### config.mk
export PLATFORM = sky130hd
export DESIGN_NAME = commit_trace_buffer
export DESIGN_NICKNAME = d
export VERILOG_FILES = /design/src/rtl/commit_trace_buffer.sv
export SDC_FILE = /design/constraint.sdc
export NUM_CORES = 2
export LEC_CHECK = 0
export BUFFER_PORTS_ARGS = -buffer_cell sky130_fd_sc_hd__buf_2
export CAP_MARGIN = 20
export CORE_UTILIZATION = 61
export DETAILED_ROUTE_END_ITERATION = 8
export PLACE_DENSITY = 0.84
export SLEW_MARGIN = 20
export SYNTH_ARGS = -nofsm -noshare
export SYNTH_HDL_FRONTEND = slang
export SYNTH_SLANG_ARGS = --single-unit
### constraint.sdc
create_clock -name clk -period 17 [get_ports clk]
set_input_delay 3.4 -clock clk [delete_from_list [all_inputs] [get_ports clk]]
set_output_delay 3.4 -clock clk [all_outputs]
set_load 0.01 [all_outputs]
### src/rtl/commit_trace_buffer.sv
// Retire-trace capture stage: classifies qualified commits into trace records and
// buffers them in a drop-on-overflow FIFO drained over a valid/ready handshake.
package riscv_pkg;
    localparam int unsigned XLEN = 32;

    typedef enum logic [5:0] {
        OP_NOP, OP_ADD, OP_ADDI, OP_LUI, OP_JAL, OP_BEQ,
        OP_LB, OP_LH, OP_LW, OP_LBU, OP_LHU,
        OP_SB, OP_SH, OP_SW
    } operation_e;
endpackage

module commit_trace_buffer #(
    parameter int unsigned DEPTH = 16,
    parameter int unsigned XLEN  = riscv_pkg::XLEN
) (
    input  logic                       clk,
    input  logic                       rst,
    input  logic                       update_i,
    input  logic [XLEN-1:0]            pc_i,
    input  logic [XLEN-1:0]            instr_i,
    input  logic [4:0]                 reg_addr_i,
    input  logic [XLEN-1:0]            reg_data_i,
    input  logic                       register_file_write_enable_i,
    input  logic                       memory_read_enable_i,
    input  logic                       memory_write_enable_i,
    input  logic [XLEN-1:0]            memory_read_addr_i,
    input  logic [XLEN-1:0]            memory_write_addr_i,
    input  logic [XLEN-1:0]            memory_write_data_i,
    input  riscv_pkg::operation_e      operation_i,
    output logic                       trace_valid_o,
    input  logic                       trace_ready_i,
    output logic [1:0]                 trace_kind_o,
    output logic [31:0]                trace_seq_o,
    output logic [XLEN-1:0]            trace_pc_o,
    output logic [XLEN-1:0]            trace_instr_o,
    output logic [4:0]                 trace_rd_o,
    output logic [XLEN-1:0]            trace_data_o,
    output logic [XLEN-1:0]            trace_addr_o,
    output logic                       overflow_o,
    output logic [15:0]                drop_count_o,
    output logic [$clog2(DEPTH):0]     level_o
);
    localparam int unsigned AW = $clog2(DEPTH);

    typedef struct packed {
        logic [1:0]      kind;
        logic [31:0]     seq;
        logic [XLEN-1:0] pc;
        logic [XLEN-1:0] instr;
        logic [4:0]      rd;
        logic [XLEN-1:0] data;
        logic [XLEN-1:0] addr;
    } rec_t;

    rec_t          mem_q [DEPTH];
    rec_t          new_rec;
    rec_t          head;
    logic [AW:0]   wr_ptr_q, wr_ptr_d;
    logic [AW:0]   rd_ptr_q, rd_ptr_d;
    logic [31:0]   seq_q, seq_d;
    logic          overflow_q, overflow_d;
    logic [15:0]   drop_q, drop_d;
    logic          qualified, empty, full, push, pop, drop;

    always_comb begin
        new_rec       = '0;
        new_rec.seq   = seq_q;
        new_rec.pc    = pc_i;
        new_rec.instr = instr_i;
        if (memory_write_enable_i) begin
            new_rec.kind = 2'd3;
            new_rec.addr = memory_write_addr_i;
            unique case (operation_i)
                riscv_pkg::OP_SW: new_rec.data = memory_write_data_i;
                riscv_pkg::OP_SH: new_rec.data = XLEN'(memory_write_data_i[15:0]);
                riscv_pkg::OP_SB: new_rec.data = XLEN'(memory_write_data_i[7:0]);
                default:          new_rec.data = '0;
            endcase
        end else if (memory_read_enable_i) begin
            // A load to x0 still retires but carries nothing worth tracing.
            if (reg_addr_i != 5'd0) begin
                new_rec.kind = 2'd2;
                new_rec.rd   = reg_addr_i;
                new_rec.data = reg_data_i;
                new_rec.addr = memory_read_addr_i;
            end
        end else if (register_file_write_enable_i && reg_addr_i != 5'd0) begin
            new_rec.kind = 2'd1;
            new_rec.rd   = reg_addr_i;
            new_rec.data = reg_data_i;
        end
    end

    assign qualified = update_i && (pc_i != '0);
    assign empty     = (wr_ptr_q == rd_ptr_q);
    assign full      = (wr_ptr_q[AW] != rd_ptr_q[AW]) && (wr_ptr_q[AW-1:0] == rd_ptr_q[AW-1:0]);
    assign pop       = !empty && trace_ready_i;
    assign push      = qualified && (!full || pop);
    assign drop      = qualified && full && !pop;

    always_comb begin
        wr_ptr_d   = wr_ptr_q;
        rd_ptr_d   = rd_ptr_q;
        seq_d      = seq_q;
        overflow_d = overflow_q;
        drop_d     = drop_q;
        if (push)      wr_ptr_d = wr_ptr_q + (AW+1)'(1);
        if (pop)       rd_ptr_d = rd_ptr_q + (AW+1)'(1);
        if (qualified) seq_d    = seq_q + 32'd1;
        if (drop) begin
            overflow_d = 1'b1;
            if (drop_q != 16'hFFFF) drop_d = drop_q + 16'd1;
        end
    end

    always_ff @(posedge clk or posedge rst) begin
        if (rst) begin
            wr_ptr_q   <= '0;
            rd_ptr_q   <= '0;
            seq_q      <= '0;
            overflow_q <= 1'b0;
            drop_q     <= '0;
        end else begin
            wr_ptr_q   <= wr_ptr_d;
            rd_ptr_q   <= rd_ptr_d;
            seq_q      <= seq_d;
            overflow_q <= overflow_d;
            drop_q     <= drop_d;
        end
    end

    always_ff @(posedge clk) begin
        if (push) mem_q[wr_ptr_q[AW-1:0]] <= new_rec;
    end

    // Storage is not reset, so the head is masked whenever the FIFO is empty.
    assign head          = empty ? '0 : mem_q[rd_ptr_q[AW-1:0]];
    assign trace_valid_o = !empty;
    assign trace_kind_o  = head.kind;
    assign trace_seq_o   = head.seq;
    assign trace_pc_o    = head.pc;
    assign trace_instr_o = head.instr;
    assign trace_rd_o    = head.rd;
    assign trace_data_o  = head.data;
    assign trace_addr_o  = head.addr;
    assign overflow_o    = overflow_q;
    assign drop_count_o  = drop_q;
    assign level_o       = wr_ptr_q - rd_ptr_q;
endmodule

==> run summary <==
Run status -> complete, no violations
Portion of the post-synthesis area used by sequential elements -> 78.9%
CTS tree -> done
Area enclosed by the die boundary -> 171000 um^2
Post-Layout Cell Count -> 7415
Number of antenna violations at the first check in global routing -> 12
Startpoint of the worst register-to-register path -> rd_ptr_q[2]
Placed Cells incl. Taps -> 6935
Class of the worst hold path -> flop to flop
Cell area after technology mapping -> 104000 um^2
Cell count after synthesis -> 4508
Max stage delay on crit path -> 0.95 ns
Cell taking the most area after synthesis -> edfxtp_1
End point of the critical path -> trace_rd_o[4]
Number of flops mapped to enable cells by yosys -> 2672
Detail Route Antenna Nets -> 0
Via count of the first global-routing pass -> 54500
Max-slew violation count -> 0
Pre-antenna DRT Iters -> 6
Most used flip-flop cell after synthesis -> edfxtp_1
Highest net fanout along the worst path -> 156
Clock Sink Count -> 2731
Root buffer selected by CTS -> clkbuf_16
Num CTS Buffers -> 280
Synth area leaders -> edfxtp_1 78%, mux4_2 15%, a22oi_1 2.4%
Classification of the worst setup path -> flop to primary output
Buffers added on ports -> 399
Worst-skew pair later-pin latency -> 0.92 ns
Cell count of the worst hold path -> 1
Final estimated routing congestion in global placement -> 0.773
Setup TNS Final -> 0 ns
Worst clock skew on the final layout -> 0.0426 ns
Number of max-cap violations -> 0
Number of library cell types mapped by synthesis -> 44
Ratio of cells with drive above 1 in the final layout -> 29.9%
Rel. slew slack -> 21.6%
Yosys warning total -> 0
Syn_nets -> 4730
Average vias per placed instance -> 7.01
Synthesis-to-finish area growth -> 12.8%
Buffers inserted by post-CTS timing repair -> 0
I/O pin count -> 400
Shortest clock period the worst path allows after layout -> 9.08 ns
Seq. cell area -> 81700 um^2
DRC errors left -> 0
Maximum operating frequency -> 0.110 GHz
Setup violations, final -> 0
Critical path, cell by cell -> buf_4 -> buf_4 -> buf_12 -> mux4_2 -> a22oi_1 -> a21oi_1 -> buf_2
Placement row count -> 150
Peak supply drop -> 0.000194 V
Max clock buf depth -> 4
Post-Syn Area per Cell -> 23.0 um^2
Count of cells along the worst register-to-register path -> 9
DRT Wirelength -> 258 mm
Mean routed wirelength per cell -> 34.8 um
End of the worst register-to-register path -> mem_q[10][84]
Kind of end point of the critical path -> primary output
Wire length of the first global-routing pass -> 370 mm
RSZ-0062 raised after global routing -> false
Total power consumption of the routed design -> 20.2 mW
Share of flip-flops with an asynchronous set or reset -> 2.16%
Worst EP required -> 13.60 ns
Die width -> 414 um
Sort of element at the start of the critical path -> flop
Crit-path most repeated cell -> buf_4
Data arrival time of the critical path -> 5.68 ns
Deepest level of the CTS H-tree -> 5
Power per cell area -> 173 nW/um^2
Total grt overflow -> 0
Vias post-DR -> 52000
Starting density of the core -> 61.7%
Top-area cell type share of the netlist area -> 77.5%
Starting DRT DRC Count -> 7319
Post-route fraction of the period consumed by the critical path -> 53.4%
Filler instances -> 9492
Largest net degree at the start of global routing -> 157
Core footprint -> 168000 um^2
Worst setup path start -> rd_ptr_q[2]
Final #Nets -> 5237
Slack of the worst reg-to-reg path -> 11.21 ns
Total routing usage reported by global routing -> 30.5%
Least-Margin Pin Slew -> 1.18 ns
Final Hold Violating Endpoints -> 0
Static Leak -> 37.2 nW
Flip-flop and latch count after synthesis -> 2731
Resize count post-CTS -> 0
Critical-path cell with the highest stage delay -> dfrtp_4
Clock slew seen by the registers of the worst setup and hold paths -> 0.06 ns
Multi-input combinational cell area -> 20800 um^2
Commonest cells in the netlist -> 2672 x edfxtp_1, 668 x mux4_2, 334 x a22oi_1
Die Ht -> 414 um
Number of hold-repair buffers added at the cts stage -> 0
Detailed-placement wirelength estimate -> 121 mm
Top-count cell post-synth -> edfxtp_1
registers in the layout, indices dropped and copies added (netlist names):
name,flops
overflow_o,1
wr_ptr_q,5
drop_count_o,16
seq_q,32
rd_ptr_q,5
mem_q,2672
where the power goes:
group          total [mW]  switching (mW)  internal (mW)
registers            8.44           0.292           8.15
logic                5.97            3.59           2.37
clock network        5.82            2.47           3.36
final cells by class:
| cell class | count | share of cell area, % |
|---|---|---|
| repair buffers | 490 | 2.50 |
| well taps | 2204 | 2.36 |
| flip-flops and latches | 2731 | 70.0 |
| clock buffers | 347 | 6.33 |
| inverters | 19 | 0.0611 |
| diodes | 8 | 0.0171 |
| clock inverters | 123 | 0.927 |
| multi-input cells | 1493 | 17.8 |
logic make-up (layout without fill, tap and decap cells):
| kind of cell | count (synthesis) | in the layout | synth area share (%) |
|---|---|---|---|
| AO/OA/AOI/OAI | 580 | 580 | 3.87 |
| XOR/XNOR | 59 | 59 | 0.499 |
| adder cells (fa/ha/maj) | 12 | 12 | 0.152 |
| buffers and inverters | 284 | 979 | 1.12 |
| flip-flops | 2731 | 2731 | 78.9 |
| multiplexers | 669 | 669 | 14.5 |
| other | 0 | 8 | 0 |
| AND/OR/NAND/NOR | 173 | 173 | 0.878 |
layer usage:
metal / routed length [um] / GRT usage (%) / vias to the layer above
li1: - / - / 20400
met1: 87300 / 38.8 / 27100
met2: 132000 / 51.1 / 3829
met3: 25500 / 5.37 / 714
met4: 13500 / 15.2 / 4
met5: 18 / 0 / -
through the flow:
| step | hold WS [ns] | worst slack (ns) | utilization, % | cell area [um^2] |
|---|---|---|---|---|
| 6_report | 0.455 | 7.92 | 69.6 | 117000 |
| 5_1_grt | 0.471 | 7.42 | 69.6 | 117000 |
| 4_1_cts | 0.457 | 7.64 | 69.5 | 117000 |
| 3_5_place_dp | 0.441 | 8.33 | 64.5 | 108000 |
| 3_3_place_gp | 0.447 | 8.46 | 64.5 | 108000 |
| 2_1_floorplan | 0.493 | 0.611 | - | 104000 |
cell usage in the layout (no fill, tap or decap), types with 3 or more instances in the layout:
| cell type | synthesis | routed |
|---|---|---|
| buf_4 | 0 | 70 |
| mux4_2 | 668 | 668 |
| nor2_4 | 0 | 15 |
| nor2_1 | 36 | 21 |
| a21o_1 | 3 | 3 |
| nor4_1 | 23 | 23 |
| buf_2 | 74 | 399 |
| a22o_1 | 64 | 64 |
| clkinv_2 | 0 | 41 |
| buf_12 | 0 | 17 |
| a22oi_1 | 334 | 334 |
| inv_1 | 19 | 18 |
| xor2_1 | 36 | 36 |
| nor3_2 | 0 | 5 |
| nand4_1 | 16 | 16 |
| nand2b_1 | 4 | 4 |
| dfrtp_1 | 59 | 57 |
| clkbuf_16 | 0 | 285 |
| xnor2_1 | 23 | 23 |
| buf_6 | 0 | 3 |
| nand3_1 | 24 | 24 |
| inv_6 | 0 | 6 |
| clkinvlp_4 | 0 | 8 |
| bufinv_16 | 0 | 19 |
| o21ai_0 | 3 | 3 |
| nand2_1 | 23 | 23 |
| edfxtp_1 | 2672 | 2672 |
| and2_1 | 9 | 7 |
| clkinv_1 | 0 | 47 |
| clkbuf_1 | 177 | 60 |
| diode_2 | 0 | 8 |
| a21oi_1 | 171 | 171 |
| ha_1 | 11 | 11 |
| nor3_1 | 21 | 16 |
worst min path at each step:
stage / to / slack (ns) / from
after floorplan: overflow_o / 0.49 / overflow_o
after global placement: overflow_o / 0.45 / overflow_o
after detailed placement: overflow_o / 0.44 / overflow_o
after CTS: overflow_o / 0.46 / overflow_o
after global routing: overflow_o / 0.47 / overflow_o
final: overflow_o / 0.45 / overflow_o
worst max-delay path, delay by kind of cell (launching register included):
family | cells | cell delay (ns)
buf+inv | 4 | 2.44
compound gates | 2 | 0.76
flops | 1 | 0.95
mux | 1 | 0.37
Power figures use the tool's default switching activity.
